### src/rtl/legv8_control_sequencer_if.sv
// Sequencer <-> datapath bundle: instruction/flags/memory-ready in, control word and immediate out.
interface legv8_control_sequencer_if #(
  parameter int unsigned CNT_W = 32
);
  logic [31:0]      IR_out;
  logic [4:0]       status;
  logic             mem_wait;
  logic [39:0]      ControlWord;
  logic [63:0]      constant;
  logic [2:0]       state_dbg;
  logic             halted;
  logic [CNT_W-1:0] retired;

  modport master (
    input  IR_out, status, mem_wait,
    output ControlWord, constant, state_dbg, halted, retired
  );

  modport slave (
    output IR_out, status, mem_wait,
    input  ControlWord, constant, state_dbg, halted, retired
  );
endinterface

### src/rtl/legv8_control_sequencer.sv
// Multi-cycle LEGv8 control sequencer: fetch/decode/execute/memory FSM producing the datapath
// control word and B-mux immediate, with memory stall and retired-instruction counting.
module legv8_control_sequencer #(
  parameter int unsigned CNT_W = 32
) (
  input logic                        clock,
  input logic                        reset,
  legv8_control_sequencer_if.master  bus
);

  localparam int unsigned REG_W   = 5;
  localparam int unsigned FS_W    = 5;
  localparam int unsigned CONST_W = 64;

  localparam logic [FS_W-1:0] FS_AND = 5'b00000;
  localparam logic [FS_W-1:0] FS_ORR = 5'b00100;
  localparam logic [FS_W-1:0] FS_ADD = 5'b01000;
  localparam logic [FS_W-1:0] FS_SUB = 5'b01001;

  localparam logic [1:0] PS_HOLD   = 2'b00;
  localparam logic [1:0] PS_INC    = 2'b01;
  localparam logic [1:0] PS_OFFSET = 2'b11;

  localparam logic [1:0] MEM_NONE  = 2'b00;
  localparam logic [1:0] MEM_WR    = 2'b01;
  localparam logic [1:0] MEM_FETCH = 2'b10;
  localparam logic [1:0] MEM_RD    = 2'b11;

  localparam logic [1:0] SIZE_64 = 2'b11;
  localparam logic [REG_W-1:0] XZR = 5'd31;

  typedef enum logic [2:0] {
    S_FETCH  = 3'd0,
    S_DECODE = 3'd1,
    S_EXEC   = 3'd2,
    S_MEM    = 3'd3,
    S_HALT   = 3'd4
  } state_t;

  typedef enum logic [3:0] {
    C_ADD, C_SUB, C_AND, C_ORR, C_ADDI, C_SUBI,
    C_B, C_CBZ, C_CBNZ, C_LDUR, C_STUR, C_ILL
  } iclass_t;

  typedef struct packed {
    logic [6:0]       rsvd;
    logic [1:0]       mem_op;
    logic [1:0]       ps;
    logic             pc_addr;
    logic             ir_load;
    logic             b_sel;
    logic             status_load;
    logic [FS_W-1:0]  fs;
    logic             c0;
    logic [1:0]       size;
    logic             mem_write;
    logic             reg_write;
    logic [REG_W-1:0] sb;
    logic [REG_W-1:0] sa;
    logic [REG_W-1:0] da;
  } cw_t;

  state_t           state, next_state;
  iclass_t          iclass;
  cw_t              cw;
  logic [CONST_W-1:0] konst;
  logic             retire;
  logic [CNT_W-1:0] retired_q;
  logic             halted_q;
  logic [31:0]      ir;
  logic             unused_status;

  assign ir            = bus.IR_out;
  assign unused_status = ^bus.status[4:1];

  // Instruction class from the opcode fields held in IR.
  always_comb begin
    iclass = C_ILL;
    if      (ir[31:21] == 11'b10001011000) iclass = C_ADD;
    else if (ir[31:21] == 11'b11001011000) iclass = C_SUB;
    else if (ir[31:21] == 11'b10001010000) iclass = C_AND;
    else if (ir[31:21] == 11'b10101010000) iclass = C_ORR;
    else if (ir[31:21] == 11'b11111000010) iclass = C_LDUR;
    else if (ir[31:21] == 11'b11111000000) iclass = C_STUR;
    else if (ir[31:22] == 10'b1001000100)  iclass = C_ADDI;
    else if (ir[31:22] == 10'b1101000100)  iclass = C_SUBI;
    else if (ir[31:24] == 8'b10110100)     iclass = C_CBZ;
    else if (ir[31:24] == 8'b10110101)     iclass = C_CBNZ;
    else if (ir[31:26] == 6'b000101)       iclass = C_B;
  end

  always_ff @(posedge clock) begin
    if (reset) begin
      state     <= S_FETCH;
      retired_q <= '0;
      halted_q  <= 1'b0;
    end else begin
      state    <= next_state;
      halted_q <= (next_state == S_HALT);
      if (retire) retired_q <= retired_q + CNT_W'(1);
    end
  end

  // Next state, control word and immediate for the current state and instruction.
  always_comb begin
    next_state = state;
    cw         = '0;
    konst      = '0;
    retire     = 1'b0;

    case (state)
      S_FETCH: begin
        cw.mem_op  = MEM_FETCH;
        cw.pc_addr = 1'b1;
        cw.ir_load = 1'b1;
        cw.size    = SIZE_64;
        if (!bus.mem_wait) begin
          cw.ps      = PS_INC;
          next_state = S_DECODE;
        end
      end

      S_DECODE: begin
        case (iclass)
          C_LDUR, C_STUR: next_state = S_MEM;
          C_ILL:          next_state = S_HALT;
          default:        next_state = S_EXEC;
        endcase
      end

      S_EXEC: begin
        next_state = S_FETCH;
        retire     = 1'b1;
        case (iclass)
          C_ADD, C_SUB, C_AND, C_ORR: begin
            cw.da        = ir[4:0];
            cw.sa        = ir[9:5];
            cw.sb        = ir[20:16];
            cw.reg_write = 1'b1;
            cw.c0        = (iclass == C_SUB);
            case (iclass)
              C_SUB:   cw.fs = FS_SUB;
              C_AND:   cw.fs = FS_AND;
              C_ORR:   cw.fs = FS_ORR;
              default: cw.fs = FS_ADD;
            endcase
          end
          C_ADDI, C_SUBI: begin
            cw.da        = ir[4:0];
            cw.sa        = ir[9:5];
            cw.b_sel     = 1'b1;
            cw.reg_write = 1'b1;
            cw.fs        = (iclass == C_SUBI) ? FS_SUB : FS_ADD;
            cw.c0        = (iclass == C_SUBI);
            konst        = {52'd0, ir[21:10]};
          end
          C_B: begin
            cw.ps = PS_OFFSET;
            konst = {{36{ir[25]}}, ir[25:0], 2'b00} - CONST_W'(4);
          end
          C_CBZ, C_CBNZ: begin
            // Zero test rides on the ALU passing Rt through (Rt + XZR).
            cw.sa = ir[4:0];
            cw.sb = XZR;
            cw.fs = FS_ADD;
            cw.ps = (bus.status[0] == (iclass == C_CBZ)) ? PS_OFFSET : PS_HOLD;
            konst = {{43{ir[23]}}, ir[23:5], 2'b00} - CONST_W'(4);
          end
          default: ;
        endcase
      end

      S_MEM: begin
        cw.sa    = ir[9:5];
        cw.b_sel = 1'b1;
        cw.fs    = FS_ADD;
        cw.size  = SIZE_64;
        konst    = {{55{ir[20]}}, ir[20:12]};
        if (iclass == C_STUR) begin
          cw.mem_op    = MEM_WR;
          cw.sb        = ir[4:0];
          cw.mem_write = !bus.mem_wait;
        end else begin
          cw.mem_op    = MEM_RD;
          cw.da        = ir[4:0];
          cw.reg_write = !bus.mem_wait;
        end
        if (!bus.mem_wait) begin
          next_state = S_FETCH;
          retire     = 1'b1;
        end
      end

      S_HALT: next_state = S_HALT;

      default: next_state = S_FETCH;
    endcase

    // Reset cycle must never issue a write or a PC update.
    if (reset) begin
      cw    = '0;
      konst = '0;
    end
  end

  assign bus.ControlWord = cw;
  assign bus.constant    = konst;
  assign bus.state_dbg   = state;
  assign bus.halted      = halted_q;
  assign bus.retired     = retired_q;

endmodule

### src/flat_wrapper.sv
// flat-port wrapper written by rule: the top's interface ports become plain ports
module legv8_control_sequencer_flat 
#(
  parameter int unsigned CNT_W = 32
)
  (clock, reset, bus_IR_out, bus_status, bus_mem_wait, bus_ControlWord, bus_constant, bus_state_dbg, bus_halted, bus_retired);
  legv8_control_sequencer_if #(.CNT_W(CNT_W)) bus_i ();
  input logic clock;
  input logic reset;
  input wire logic [$bits(bus_i.IR_out)-1:0] bus_IR_out;
  input wire logic [$bits(bus_i.status)-1:0] bus_status;
  input wire logic [$bits(bus_i.mem_wait)-1:0] bus_mem_wait;
  output wire logic [$bits(bus_i.ControlWord)-1:0] bus_ControlWord;
  output wire logic [$bits(bus_i.constant)-1:0] bus_constant;
  output wire logic [$bits(bus_i.state_dbg)-1:0] bus_state_dbg;
  output wire logic [$bits(bus_i.halted)-1:0] bus_halted;
  output wire logic [$bits(bus_i.retired)-1:0] bus_retired;
  assign bus_i.IR_out = bus_IR_out;
  assign bus_i.status = bus_status;
  assign bus_i.mem_wait = bus_mem_wait;
  assign bus_ControlWord = bus_i.ControlWord;
  assign bus_constant = bus_i.constant;
  assign bus_state_dbg = bus_i.state_dbg;
  assign bus_halted = bus_i.halted;
  assign bus_retired = bus_i.retired;
  legv8_control_sequencer #(.CNT_W(CNT_W)) u_core (.clock(clock), .reset(reset), .bus(bus_i));
endmodule
### config.mk
export PLATFORM = sky130hd
export DESIGN_NAME = legv8_control_sequencer_flat
export DESIGN_NICKNAME = d
export VERILOG_FILES = /design/src/rtl/legv8_control_sequencer_if.sv /design/src/rtl/legv8_control_sequencer.sv /design/src/flat_wrapper.sv
export SDC_FILE = /design/constraint.sdc
export NUM_CORES = 1
export LEC_CHECK = 0
export BUFFER_PORTS_ARGS = -buffer_cell sky130_fd_sc_hd__buf_2
export CAP_MARGIN = 5
export CORE_ASPECT_RATIO = 0.5
export CORE_MARGIN = 4
export CORE_UTILIZATION = 52
export CTS_CLUSTER_SIZE = 30
export DETAILED_ROUTE_END_ITERATION = 16
export GPL_ROUTABILITY_DRIVEN = 0
export PLACE_DENSITY = 0.88
export SYNTH_ARGS = -nofsm -noshare
export SYNTH_HDL_FRONTEND = slang
export SYNTH_SLANG_ARGS = --single-unit
### constraint.sdc
create_clock -name clock -period 7 [get_ports clock]
set_clock_uncertainty 0.15 [all_clocks]
set_input_delay 0.35 -clock clock [delete_from_list [all_inputs] [get_ports clock]]
set_output_delay 0.35 -clock clock [all_outputs]
set_load 0.02 [all_outputs]
### Word-level counts from Yosys, hierarchy flattened

Cells that the tools add are included.
Widths: inputs -> output; s select.

* $add $sub $neg: 3
* eq/ne operators: 28
* multiplexer cells: 47
* reductions and logical operators: 9

Operator list (count)
* $pmux 64 s3: 1
* $pmux 64 s2: 1
* $eq 11x11->1 const B: 6
* $mux 64: 1
* $mux 4: 11
* $mux 33: 1
* $add 32x1->32 const B: 1
* $pmux 16 s2: 1
* $pmux 5 s2: 3
* $sub 28x4->29 const B: 1
* $sub 21x4->22 const B: 1
* $eq 10x10->1 const B: 2
* $eq 4x3->1 const B: 4
* $eq 4x4->1 const B: 4
* $eq 8x8->1 const B: 2
* $mux 5: 3
* $pmux 5 s3: 1
* $pmux 2 s2: 3
* $pmux 3 s4: 1
* $pmux 4 s3: 1
* $mux 1: 9
* $eq 4x2->1 const B: 2
* $mux 2: 4
* $reduce_or 2->1: 4
* 14 further kinds: 19

* bits in registers: 36
* input bits: 40
* output and inout bits: 140
* logic and storage cells: 90

### Logic depth before layout (Yosys ltp)

Gate-level depths: netlist (run 1).

* depth in word-level cells: 18
* gate-level depth with buffers: 11
* mapped depth without buffers: 8

### Least setup slack after synthesis (run 1)

OpenSTA, ideal clock, no wires.

* kind: reg-to-output
* start: reg u_core.state[1] (netlist: u_core.bus.state_dbg[1])
* end: out bus_constant[29]
* data arrival time: 3.222 ns
* required time: 6.500 ns
* slack: 3.278 ns
* cell stages (with the launch flop): 11
* path buffers: 4
* cell sequence: dfxtp_1 -> or3b_1 -> buf_2 -> or2_1 -> buf_2 -> nor2_2 -> o21ai_1 -> and2_1 -> buf_2 -> o21ai_1 -> buf_4

* cells in the longest elaborated chain, start to end: 3
* elaborated cells between the ends (all ways): 4
* classes of those cells: eq/ne (2); mux (2)

RTL lines
* from (decl): RTL line legv8_control_sequencer.sv:63 `state_t state, next_state;`
* from (signal assigned): RTL line legv8_control_sequencer.sv:98 `state <= next_state;`
* $eq 3x2->1: RTL line legv8_control_sequencer.sv:111 `case (state)`
* $pmux 64 s2 *: RTL line legv8_control_sequencer.sv:111
* $mux 64 *: RTL line legv8_control_sequencer.sv:200 `if (reset) begin`
* to (decl): RTL line flat_wrapper.sv:14 `output wire logic [$bits(bus_i.constant)-1:0] bus_constant;`

Mark *: on every way between the ends. The rest lies on a longest branch, timed or not.

### Worst setup path in the final report (run 1)

* start: reg u_core.state[1] (netlist: u_core.bus.state_dbg[1])
* end: out bus_constant[61]

The elaborated chain is that of the path after synthesis.

==> results of run 1 <==
==> sequential cells by signal (all words and copies together), names as in the netlist <==
| name | cells |
|---|---|
| u_core.bus.retired | 32 |
| u_core.bus.state_dbg | 3 |
| u_core.bus.halted | 1 |
==> worst max-delay path by stage <==
| stage | to | depth (start not counted) | start | slack [ns] |
|---|---|---|---|---|
| 2_1_floorplan | bus_constant[29] | 10 | u_core.bus.state_dbg[1] | 3.28 |
| 4_1_cts | bus_constant[32] | 8 | u_core.bus.state_dbg[1] | 3.31 |
| 3_5_place_dp | bus_constant[53] | 9 | reset | 3.37 |
| 3_3_place_gp | bus_constant[40] | 9 | reset | 3.43 |
| 6_report | bus_constant[61] | 8 | u_core.bus.state_dbg[1] | 3.21 |
| 5_1_grt | bus_constant[44] | 8 | u_core.bus.state_dbg[1] | 3.06 |
==> metrics by stage <==
step	instances	cell area, um^2
after floorplan	533	3850
after global placement	706	4280
after detailed placement	706	4280
after CTS	713	4420
after global routing	713	4420
final	713	4420
==> logic make-up (layout without fill, tap and decap cells) <==
kind of cell	after synthesis	count (layout)	share of synthesized area
other	1	10	0.000982
DFF	36	36	0.189
buffers and inverters	94	182	0.145
adders and majority gates	3	3	0.00983
xor gates and xnor gates	66	66	0.151
muxes	1	1	0.00295
and+or+nand+nor	240	240	0.356
AOI/OAI and AO/OA	83	83	0.146
==> worst max-delay path: stages, from the launching register on <==
cell and delay (ns):
sky130_fd_sc_hd__dfxtp_1 0.47, sky130_fd_sc_hd__or3b_1 0.57, sky130_fd_sc_hd__or2_1 0.41, sky130_fd_sc_hd__nor2_2 0.52
sky130_fd_sc_hd__o21ai_1 0.13, sky130_fd_sc_hd__and2_1 0.28, sky130_fd_sc_hd__o21ai_1 0.13, sky130_fd_sc_hd__buf_4 0.28
sky130_fd_sc_hd__buf_2 0.22
==> metal layers <==
layer	global-route usage	wire, um	vias up
met5	0	0	-
met4	0.0694	233	0
met3	0.0369	1180	27
met2	0.412	5390	231
met1	0.329	4670	1918
li1	-	-	1968
==> layout make-up <==
| class | instances | share of cell area |
|---|---|---|
| inverters | 9 | 0.00765 |
| clock inverters | 1 | 0.00113 |
| well taps | 92 | 0.0261 |
| clock buffers | 6 | 0.0292 |
| flip-flops and latches | 36 | 0.163 |
| multi-input cells | 403 | 0.584 |
| repair buffers | 166 | 0.189 |
==> report_power, final <==
group          switching [uW]  leakage, uW  internal (uW)
registers                3.31     0.000290            207
logic                    60.6      0.00173           29.4
clock network            77.6    0.0000667            129
==> synth_stat cells (4+ instances only) <==
library cell	number
sky130_fd_sc_hd__xnor2_1	23
sky130_fd_sc_hd__nor2_1	61
sky130_fd_sc_hd__o21ai_0	13
sky130_fd_sc_hd__nand2_1	50
sky130_fd_sc_hd__nor2b_1	10
sky130_fd_sc_hd__or3_1	5
sky130_fd_sc_hd__inv_1	8
sky130_fd_sc_hd__and3_1	8
sky130_fd_sc_hd__dfxtp_1	36
sky130_fd_sc_hd__buf_4	48
sky130_fd_sc_hd__clkbuf_1	19
sky130_fd_sc_hd__nor3_1	10
sky130_fd_sc_hd__nand3_1	18
sky130_fd_sc_hd__o21ai_1	15
sky130_fd_sc_hd__buf_2	16
sky130_fd_sc_hd__and4_1	9
sky130_fd_sc_hd__a222oi_1	5
sky130_fd_sc_hd__o22ai_1	4
sky130_fd_sc_hd__xor2_1	43
sky130_fd_sc_hd__nand2b_1	4
sky130_fd_sc_hd__a21oi_1	14
sky130_fd_sc_hd__a221o_1	5
sky130_fd_sc_hd__nand4_1	13
sky130_fd_sc_hd__and2_1	12
==> placed cells by master (no fill, tap or decap), types with 8 or more instances in the layout <==
cell type,instances
sky130_fd_sc_hd__buf_2,165
sky130_fd_sc_hd__dfxtp_1,36
sky130_fd_sc_hd__nand4_1,13
sky130_fd_sc_hd__xor2_1,43
sky130_fd_sc_hd__and2_1,12
sky130_fd_sc_hd__xnor2_1,23
sky130_fd_sc_hd__nand2_1,50
sky130_fd_sc_hd__inv_1,8
sky130_fd_sc_hd__and4_1,9
sky130_fd_sc_hd__nor3_1,10
sky130_fd_sc_hd__o21ai_0,13
sky130_fd_sc_hd__nor2b_1,10
sky130_fd_sc_hd__and3_1,8
sky130_fd_sc_hd__o21ai_1,15
sky130_fd_sc_hd__conb_1,10
sky130_fd_sc_hd__nand3_1,18
sky130_fd_sc_hd__nor2_1,61
sky130_fd_sc_hd__a21oi_1,14
==> impl_summary.md, run 1 <==
GRT
For this run, the total global-route usage over all layers was measured as 0.244. The number of antenna violations at the first check in global routing is 0. The first global-routing pass estimated 17,600 um of wire. The number of global-route vias before repair is around 3,600.

Entering global routing, the biggest net connects 37 pins. The overall overflow remaining after global route is 0.

Timing
Hold timing on the final database bottoms out at a slack of 0.252 ns. Setup repair after global routing left no endpoint under its margin. Setup violations remaining at the end of the flow were counted as 0.

After layout, the worst setup slack is 3.21 ns. The final max-slew violation count came to 0. The transition time of the tightest slew-check pin is roughly 0.7 ns. The headroom to the max-slew limit is 0.536. The final worst-path cycle share is 0.542. The smallest clock period supported by the final layout is computed as approximately 3.8 ns.

The final-layout setup total negative slack is 0 ns. The top achievable clock speed is approximately 260 MHz. The final number of hold-violating endpoints is 0.

Routing
The detail route stage leaves a number of antenna-violating nets equal to 0. Before antenna repair, the detailed router went through 6 iterations. The average wire length per cell after detail routing is 16.1 um.

The detailed-route wire length is about 11,000 um. Using the TritonRoute via totals, the vias-per-cell ratio works out to between 5 and 6. The detailed router's first-iteration violation count is 417. The detailed router placed 4,144 vias in this run.

In the routed design, unresolved DRC markers number 0.

Power and ir drop
The maximum vdd ir drop is just over 0.1 mV. The static leakage power is 0.00209 uW. In this run the power density over the cells is 115 nW/um^2.

Summing internal, switching and leakage power gives a little over 500 uW.

Critical path
The end of the worst register-to-register path is u_core.bus.retired[28]. The worst path arrival time is approximately 3.3 ns. The cell depth of the worst flop-to-flop path is 6. The category of the critical setup timing path is flip-flop to primary output. The highest fanout seen on the critical path is 36. The setup check on the worst reg-to-reg path leaves a slack of 4.53 ns.

The beginning of the worst register-to-register path is u_core.bus.state_dbg[0]. The required time at the worst-slack endpoint is roughly 6.5 ns. The kind of capture point of the worst setup path is a primary output. STA classifies the critical path startpoint as a flip-flop.

Clocking
The number of hold buffers added after CTS is 0. After clock tree synthesis, the repair step resized 0 gates. In this run the post-CTS setup repair buffer count came out at 0. The cell at the root of the clock tree is sky130_fd_sc_hd__clkbuf_16. The deepest level of the CTS H-tree is 2. Clock-pin slew was measured on the worst setup and hold paths at approximately 0.05 ns.

The clock network latency to the later pin of the worst-skew pair is roughly 0.28 ns. In this run, CTS created clock tree buffers numbering 5. Counting along the longest clock path gives a buffer depth of 2. The CTS tree is done. Counting every sink on the clock net gives 36.

Hold path
The number of stages on the worst hold path is 3. The startpoint identified for the worst hold timing path is bus_mem_wait. The sink of the worst hold path is u_core.bus.state_dbg[1].

The class of the tightest hold or removal check is input port to flip-flop.

Placement
Detailed placement ended at an HPWL of around 9000 um. Prior to clock tree synthesis, the placed netlist has a worst setup slack of about 3.4 ns. Input and output buffers added on the ports amount to about 170.

Die
The y dimension of the die is between 60 and 70 um. After floorplanning, the core was sized to cover 6910 um^2. The effective utilization at floorplan is 0.553. Measured along the x axis, the die boundary spans ~130 um. The site row count is 21. The number of primary I/O pins is 180.

The die footprint is between 8000 and 9000 um^2.

Yosys
The synthesized area is around 3800 um^2. The register bit total from synthesis is 36. The number of synthesized flops with an enable pin is 0. The async set-or-reset flop fraction in the synthesized netlist is 0.

The top-area cell type share of the netlist area is 0.189. Yosys mapped the design onto 67 distinct sky130hd cell types. The count of mapped cells out of synthesis is around 520. The average cell area after synthesis is approximately 7.3 um^2. Sorting the synthesized cells by area gives the leading types as sky130_fd_sc_hd__dfxtp_1, sky130_fd_sc_hd__xor2_1, sky130_fd_sc_hd__buf_4. Of all cell types, the one taking the most synthesized area is sky130_fd_sc_hd__dfxtp_1.

The Yosys step of the flow raised 0 warnings. The share of the Yosys chip area taken by registers is 0.189. The dominant synthesized flop cell is sky130_fd_sc_hd__dfxtp_1.

Finish
For this run, the post-layout net count is 664. The count of fill cells added during filler insertion is just over 600. The antenna diode count is 0.

The area growth from synthesis to layout is 15.6%. The final cell utilization of the core is 0.639. Summing all multi-input logic gate instances after layout gives 2580 um^2. The footprint of the flip-flops and latches is roughly 700 um^2. The ratio of cells with drive above 1 in the final layout is 0.304.

Run
Across the run, the number of max-cap violations was 0.

Run status
The flow ran to the end, and the final reports show no timing, DRC or antenna violations.
No activity file was read; power rests on OpenSTA's default activity.
==> inputs of run 2 (changes only) <==
- ABC_AREA: unset -> 1
- CORE_UTILIZATION: 52 -> 46
- PLACE_DENSITY: 0.88 -> 0.79
- clock period: 7 -> 3 ns (I/O delays scaled with it)
==> run 2 against run 1 <==
Compared with the run above: count of clock-buffer cells in the layout did not move; first-iteration DRC count rose by 89%; largest cell class unchanged; worst setup slack lost 2.8 ns; die area grew 35%; combinational power grew to 2.6 times the previous value; sequential cell count stayed put; design area increased by 23%; wire length is 40% higher; highest routed layer unchanged; largest power group is now clock; register-to-register slack worse by 3.7 ns.
==> impl_summary.md, run 2 <==
Timing
The clock period could shrink to between 2 and 3 ns. For this run, the top clock speed supported by timing is around 380 MHz. The final max-slew violation count is 0. The transition time of the tightest slew-check pin is between 0.7 and 0.8 ns. The final number of hold-violating endpoints came to 0.

The headroom to the max-slew limit is 0.529. Setup total negative slack on the finished layout was measured at 0 ns. The final worst-path cycle share is 0.872. The setup-violating endpoint count in the final report is 0. Setup repair after global routing left no endpoint under its margin.

Clocking
The number of resized instances in the post-cts repair step is 0. The deepest level of the CTS H-tree is 2. Clock-pin slew was measured on the worst setup and hold paths at around 0.060 ns.

The clock tree buffer depth is 2. The clock network latency to the later pin of the worst-skew pair is roughly 0.28 ns. The total number of clock tree sinks is 36.

The CTS tree is done. The number of buffers added for setup after CTS is 0. The cell at the root of the clock tree is sky130_fd_sc_hd__clkbuf_16. The number of hold buffers added after CTS was 0. TritonCTS created 5 clock buffers.

Placement
The number of buffer cells added on primary ports is 165. The HPWL after detailed placement is 12,500 um. Once placement completed, the tool counted placed cells totaling about 1,100.

Routing
For this block, the initial DRC count from the detailed router was between 700 and 800. The first detailed-routing pass ran for 6 iterations. In this run the remaining antenna-violating nets after routing total 0. The DRC violation count after routing is 0.

The total number of vias is about 6,000. In the final routed layout, each cell accounts on average for about 15 um. The routed design has ~16,000 um of wire.

Dividing the detail-routed via count by the number of cells gives 5.48.

Yosys
Yosys attributes the largest share of cell area to sky130_fd_sc_hd__nand2_1, sky130_fd_sc_hd__dfxtp_1, sky130_fd_sc_hd__nor2_1. Of the total synthesized cell area, the portion taken by XOR and XNOR cells is 0.0599. The count of mapped cells out of synthesis is approximately 840. Measured against the total synthesized area, the mux share comes to 0.00214.

The average cell area after synthesis is 5.59 um^2. Counting flops with an async set or reset pin after synthesis yields a share of 0. The count of synthesis-stage warnings from yosys is 0. By instance count, the leading cell after synthesis is sky130_fd_sc_hd__nand2_1. The dominant synthesized flop cell is sky130_fd_sc_hd__dfxtp_1. The register bit total from synthesis is 36. Counting instances in the post-synthesis netlist gives the leading cell types as sky130_fd_sc_hd__nand2_1, sky130_fd_sc_hd__nor2_1, sky130_fd_sc_hd__inv_1. Of the total synthesized cell area, the portion taken by full adders, half adders and majority gates is 0.00802. The number of synthesized flops with an enable pin is 0. The top-area cell type share of the netlist area is 0.196. The synthesized area is approximately 4700 um^2. The count of distinct cell types in the synthesized netlist is 46. The simple logic cell fraction of the synthesized area is 0.455. The share of the yosys chip area belonging to registers is 0.154. The dominant cell type by area after synthesis is sky130_fd_sc_hd__nand2_1. After synthesis, the largest family of logic cells by area is simple AND/OR/NAND/NOR gates. The area fraction in compound gates after synthesis was 0.148.

Finish
The register with the most flip-flops in the layout has 32 of them. The multi-input gate area in the final layout is roughly 3200 um^2. The final layout contains about 1,000 nets.

The repair_antennas step left the layout with diodes totalling 0. The library cells used most frequently in the layout, excluding fill and tap cells, are sky130_fd_sc_hd__nand2_1, sky130_fd_sc_hd__buf_2, sky130_fd_sc_hd__nor2_1, sky130_fd_sc_hd__inv_1, sky130_fd_sc_hd__nand3_1. Counting the fill cells in the layout gives between 900 and 1,000.

The footprint of the flip-flops and latches is slightly above 700 um^2. The number of standard cells in the final layout excluding fillers is roughly 1,100. The library cell used most frequently in the layout, excluding fill and tap cells, is sky130_fd_sc_hd__nand2_1. In the final layout, the share of cells above drive strength 1 is 0.229.

The layout overhead on the synthesized area is 16.2%.

Run status
The run finished with clean final reports.

GRT
The first global-routing pass estimated between 20,000 and 30,000 um of wire. For this run, the total global-route usage over all layers was measured as 0.254. The number of global-route vias before repair is 5,411.

The largest net degree at the start of global routing is 37. The overall overflow remaining after global route is 0. The number of antenna violations at the first check in global routing came to 0.

Power and ir drop
The maximum vdd ir drop is around 0.16 mV. The total power density per cell area is 229 nW/um^2. The static leakage power is ~0.0027 uW. The power consumption is around 1200 uW.

Die
The number of primary I/O pins is 180. The die footprint is roughly 12,000 um^2. The width of the die is approximately 150 um. The y dimension of the die is between 70 and 80 um.

The site row count is 25. The initial utilization of the core area, before any placement, comes to 0.484. The total area inside the core boundary comes to a little under 10,000 um^2.

Critical path
In this run the worst setup path begins at bus_IR_out[0]. STA classifies the critical path endpoint as a primary output. The required time at the worst-slack endpoint is approximately 2.7 ns. The worst setup path is launched from an input port. For flop-to-flop paths, the worst setup slack is 0.87 ns.

The longest individual stage delay on the worst path is between 0.2 and 0.3 ns. The worst register-to-register path begins at u_core.bus.state_dbg[1]. The category of the critical setup timing path is input port to primary output. The worst path arrival time is 2.32 ns. Following the worst setup path forward leads to its endpoint at bus_constant[42]. Of all nets on the critical path, the largest fanout is 36. The end of the worst register-to-register path is u_core.bus.retired[10]. The critical path goes through buf_2 > inv_1 > ha_1 > inv_1 > nor2_1 > nand4_1 > nor2_1 > nand2_1 > o21ai_0 > a21oi_1 > o21ai_2 > buf_4 > buf_2.

The worst register-to-register path has a depth of 10. On the critical path, the stage with the largest delay is an instance of sky130_fd_sc_hd__nor2_1.

Run
The count of maximum capacitance violations is 0.

Hold path
In this run the worst hold path is classified as input port to flip-flop.
-- run 2: cell types whose count changed after synthesis, sizes merged, moves of 10 or more --
| cell | change |
|---|---|
| a21oi | +36 |
| and2 | -13 |
| buf | -12 |
| inv | +83 |
| nand2 | +197 |
| nand3 | +41 |
| nor2 | +56 |
| nor2b | -10 |
| nor3 | +15 |
| o21ai | +10 |
| xnor2 | -18 |
| xor2 | -16 |
-- run 2: kinds of logic (layout without fill, tap and decap cells) --
group	after synthesis	in the layout
flip-flops	36	36
XOR/XNOR	32	32
adder cells (fa/ha/maj)	3	3
other	1	10
multiplexers	1	1
AND/OR/NAND/NOR	485	485
buffers and inverters	159	270
AO/OA/AOI/OAI	120	120
-- run 2: metrics by stage --
step / hold WS [ns] / area (um^2) / worst slack (ns) / util
2_1_floorplan: 0.170 / 4720 / 0.312 / -
3_3_place_gp: 0.329 / 5290 / 0.508 / 0.547
3_5_place_dp: 0.333 / 5290 / 0.478 / 0.547
4_1_cts: 0.0718 / 5440 / 0.472 / 0.562
5_1_grt: 0.102 / 5440 / 0.119 / 0.562
6_report: 0.0758 / 5440 / 0.383 / 0.562
-- run 2: area by class of cell --
cell class,instances,area share
flip-flops and latches,36,0.133
multi-input cells,651,0.587
repair buffers,169,0.157
inverters,93,0.0649
clock inverters,2,0.00184
well taps,135,0.0311
clock buffers,6,0.0255
-- run 2: worst min path at each step --
stage / endpoint / slack [ns] / from / cells after the start
floorplan: u_core.bus.state_dbg[1] / 0.17 / bus_mem_wait / 2
global placement: u_core.bus.retired[31] / 0.33 / u_core.bus.retired[31] / 2
detailed placement: u_core.bus.retired[31] / 0.33 / u_core.bus.retired[31] / 2
CTS: u_core.bus.halted / 0.07 / reset / 2
global route: u_core.bus.state_dbg[1] / 0.10 / bus_mem_wait / 3
finish: u_core.bus.halted / 0.08 / reset / 2
-- run 2: power by group --
group | internal, uW | leakage, uW | switching, uW | total [uW]
sequential | 482 | 0.000290 | 4.36 | 486
clock | 327 | 0.0000766 | 197 | 524
combinational | 62.3 | 0.00233 | 170 | 233
-- run 2: routing by layer --
layer | GRT usage | vias to the layer above | routed length [um]
li1 | - | 2892 | -
met1 | 0.323 | 2718 | 6500
met2 | 0.441 | 329 | 7500
met3 | 0.0428 | 49 | 1680
met4 | 0.0796 | 0 | 369
met5 | 0 | - | 0
-- run 2: critical path, delay by kind of cell --
kind | cells | cell delay, ns
AO/OA/AOI/OAI | 3 | 0.43
adder cells (fa/ha/maj) | 1 | 0.19
buffers and inverters | 5 | 0.79
AND/OR/NAND/NOR | 4 | 0.74
==> inputs of run 3 (changes only) <==
- ABC_AREA: 1 -> 0
- CORE_UTILIZATION: 46 -> 43
- PLACE_DENSITY: 0.79 -> 0.78
==> run 3 against run 2 <==
Compared with the run above: non-clock buffer count grew 12; maximum frequency is 4.3% lower; critical path type is now flip-flop to primary output; highest routed layer unchanged; sequential power hardly changed; total power fell by 4.7%; combinational power fell by 6%; die area down 12%; sequential share of layout area up 2.5 points; sequential cell count stayed put.
==> impl_summary.md, run 3 (synthesis gave the netlist of run 1 again) <==
Timing
The top achievable clock speed is ~370 MHz. The clock period could shrink to approximately 2.7 ns. Headroom to the max-slew limit came out at 0.579. The final number of hold-violating endpoints is 0.

Of the available clock period, the critical path in the final layout requires 0.911. Setup repair after global routing left no endpoint under its margin. The worst setup slack after layout is roughly 0.27 ns.

The setup-violating endpoint count in the final report is 0. The final max-slew violation count is 0. The final-layout setup total negative slack is 0 ns.

For the pin with the worst max-slew slack, the measured transition is 0.631 ns.

Run status
The run finished with clean final reports.

Die
From bottom edge to top edge, the die measures around 75 um. The initial utilization of the core area, before any placement, comes to 0.459. The site row count is 23. During I/O placement, the number of pins put on the boundary was 180. The core box area is a little over 8000 um^2.

The floorplan step defined a die boundary enclosing about 11,000 um^2. The width of the die is 141 um.

Critical path
The reg-to-reg setup timing slack is around 0.76 ns. The worst path arrival time is about 2.4 ns. The startpoint identified for the worst register-to-register timing path is u_core.bus.state_dbg[0].

Counting cells, the worst reg-to-reg path comes to 6. The category of the critical setup timing path is flip-flop to primary output. STA classifies the critical path startpoint as a flip-flop. At the worst endpoint, the required time is around 2.7 ns. The highest fanout seen on the critical path is 36. The end of the worst register-to-register path is u_core.bus.retired[28]. The kind of capture point of the worst setup path is a primary output.

Finish
The filler cells instantiated in the layout total roughly 820. Of the cells placed in the final design, the portion with a size suffix greater than 1 is 0.322. The area growth from synthesis to layout is 19.5%. The flip-flop count of the largest register after layout is 32.

The top cell types in the final layout, fill and taps aside, are sky130_fd_sc_hd__buf_2, sky130_fd_sc_hd__nor2_1, sky130_fd_sc_hd__nand2_1, sky130_fd_sc_hd__xor2_1, sky130_fd_sc_hd__dfxtp_1. The net total in the final layout is slightly below 700. The repair_antennas step left the layout with diodes totalling 0. Leaving out fill and tap cells, the most frequent cell in the layout is sky130_fd_sc_hd__buf_2. At the end of the flow the core is filled with cells to 0.549.

Hold path
Along the worst hold path, the cell count comes to 3. For hold timing, the worst endpoint is u_core.bus.state_dbg[1]. The launch instance of the worst min-delay path is bus_mem_wait. The class of the tightest hold or removal check is input port to flip-flop.

Power and ir drop
Across the VDD grid, the largest voltage drop is ~0.32 mV. The static leakage power is approximately 0.0022 uW. The total power density per cell area is between 200 and 300 nW/um^2.

Clocking
The clock-pin slew on the worst setup and hold paths is 0.05 ns. The number of buffers added for setup after CTS is 0. Counting along the longest clock path gives a buffer depth of 2. The deepest level of the CTS H-tree is 2.

The number of buffers added by the clock tree synthesis step is 5. The number of hold buffers added after CTS is 0. In this run the clock root is driven by a sky130_fd_sc_hd__clkbuf_16. For the worst-skew pair, the clock arrives at the later sink with an insertion delay of roughly 0.28 ns. The tree built by TritonCTS fans out to 36 sinks. The CTS tree is done.

Post-CTS repair changed the size of 0 cells.

GRT
The all-layer global routing usage is 0.215. The global-route wire length before repair is between 15,000 and 20,000 um. The largest net degree at the start of global routing is 37. The total overflow left after global routing is 0. The number of antenna violations at the first check in global routing came to 0.

The number of global-route vias before repair is roughly 3,700.

Routing
In the routed layout, each cell is associated on average with a via count of 5.49. Dividing the detail-routed wire length by the instance count gives roughly 16 um. The post-detailed-route count of antenna-violating nets is 0.

The first detailed-routing pass ran for 5 iterations. The detailed router's first-iteration violation count is ~380. Summed over all layers, the routed wires come to 12,000 um. The total number of vias is 4,108. After detailed routing, the number of remaining DRC violations is 0.

Placement
The wire-length estimate of the detail-placed layout is ~9400 um. Timing analysis after detailed placement gives a worst setup slack of around 0.3 ns. Port buffering added 165 buffers.

Run
Max-cap violations in this run came to 0.
[run 3: metal layers]
| metal | routed length [um] | up-vias | part of all wire | track usage |
|---|---|---|---|---|
| li1 | - | 2004 | - | - |
| met1 | 4960 | 1883 | 0.41 | 0.286 |
| met2 | 5740 | 194 | 0.48 | 0.360 |
| met3 | 1050 | 27 | 0.088 | 0.0393 |
| met4 | 223 | 0 | 0.019 | 0.0741 |
| met5 | 0 | - | 0 | 0 |
[run 3: worst max-delay path by stage]
stage                             from                to  slack, ns  cells past startpoint
6_report       u_core.bus.state_dbg[2]  bus_constant[37]       0.27                      7
4_1_cts        u_core.bus.state_dbg[2]  bus_constant[29]       0.12                      7
2_1_floorplan  u_core.bus.state_dbg[1]  bus_constant[29]       0.10                     10
3_3_place_gp            bus_IR_out[10]  bus_constant[30]       0.44                      7
3_5_place_dp            bus_IR_out[10]  bus_constant[29]       0.31                      8
5_1_grt        u_core.bus.state_dbg[2]  bus_constant[43]       0.11                      7
[run 3: cell type report]
type,count,area [um^2],share of cell area
clock buffer,6,129,0.0282
clock inverter,1,5.00,0.00110
inverter,9,33.8,0.00740
multi-input combinational,403,2590,0.567
sequential,36,721,0.158
tap,112,140,0.0307
timing repair buffer,181,946,0.207
[run 3: stage by stage]
stage,cell area [um^2],instances,power [uW],hold slack [ns]
4_1_cts,4560,748,1200,0.0354
2_1_floorplan,3860,533,649,0.115
5_1_grt,4560,748,1240,0.0902
3_3_place_gp,4420,741,708,0.325
6_report,4560,748,1180,0.0413
3_5_place_dp,4420,741,710,0.332
[run 3: power breakdown]
group / total (uW) / internal [uW] / leakage (uW) / switching, uW
sequential: 486 / 482 / 0.000290 / 4.20
clock: 480 / 301 / 0.0000667 / 179
combinational: 218 / 71.9 / 0.00181 / 146
total: 1180 / 855 / 0.00217 / 329
[run 3: worst max-delay path: stages, from the launching register on]
cell and delay (ns):
sky130_fd_sc_hd__dfxtp_1 0.34, sky130_fd_sc_hd__or3b_1 0.49, sky130_fd_sc_hd__or2_1 0.27, sky130_fd_sc_hd__nor2_2 0.14, sky130_fd_sc_hd__o21ai_1 0.08, sky130_fd_sc_hd__and2_1 0.26, sky130_fd_sc_hd__o21ai_4 0.28, sky130_fd_sc_hd__buf_2 0.28
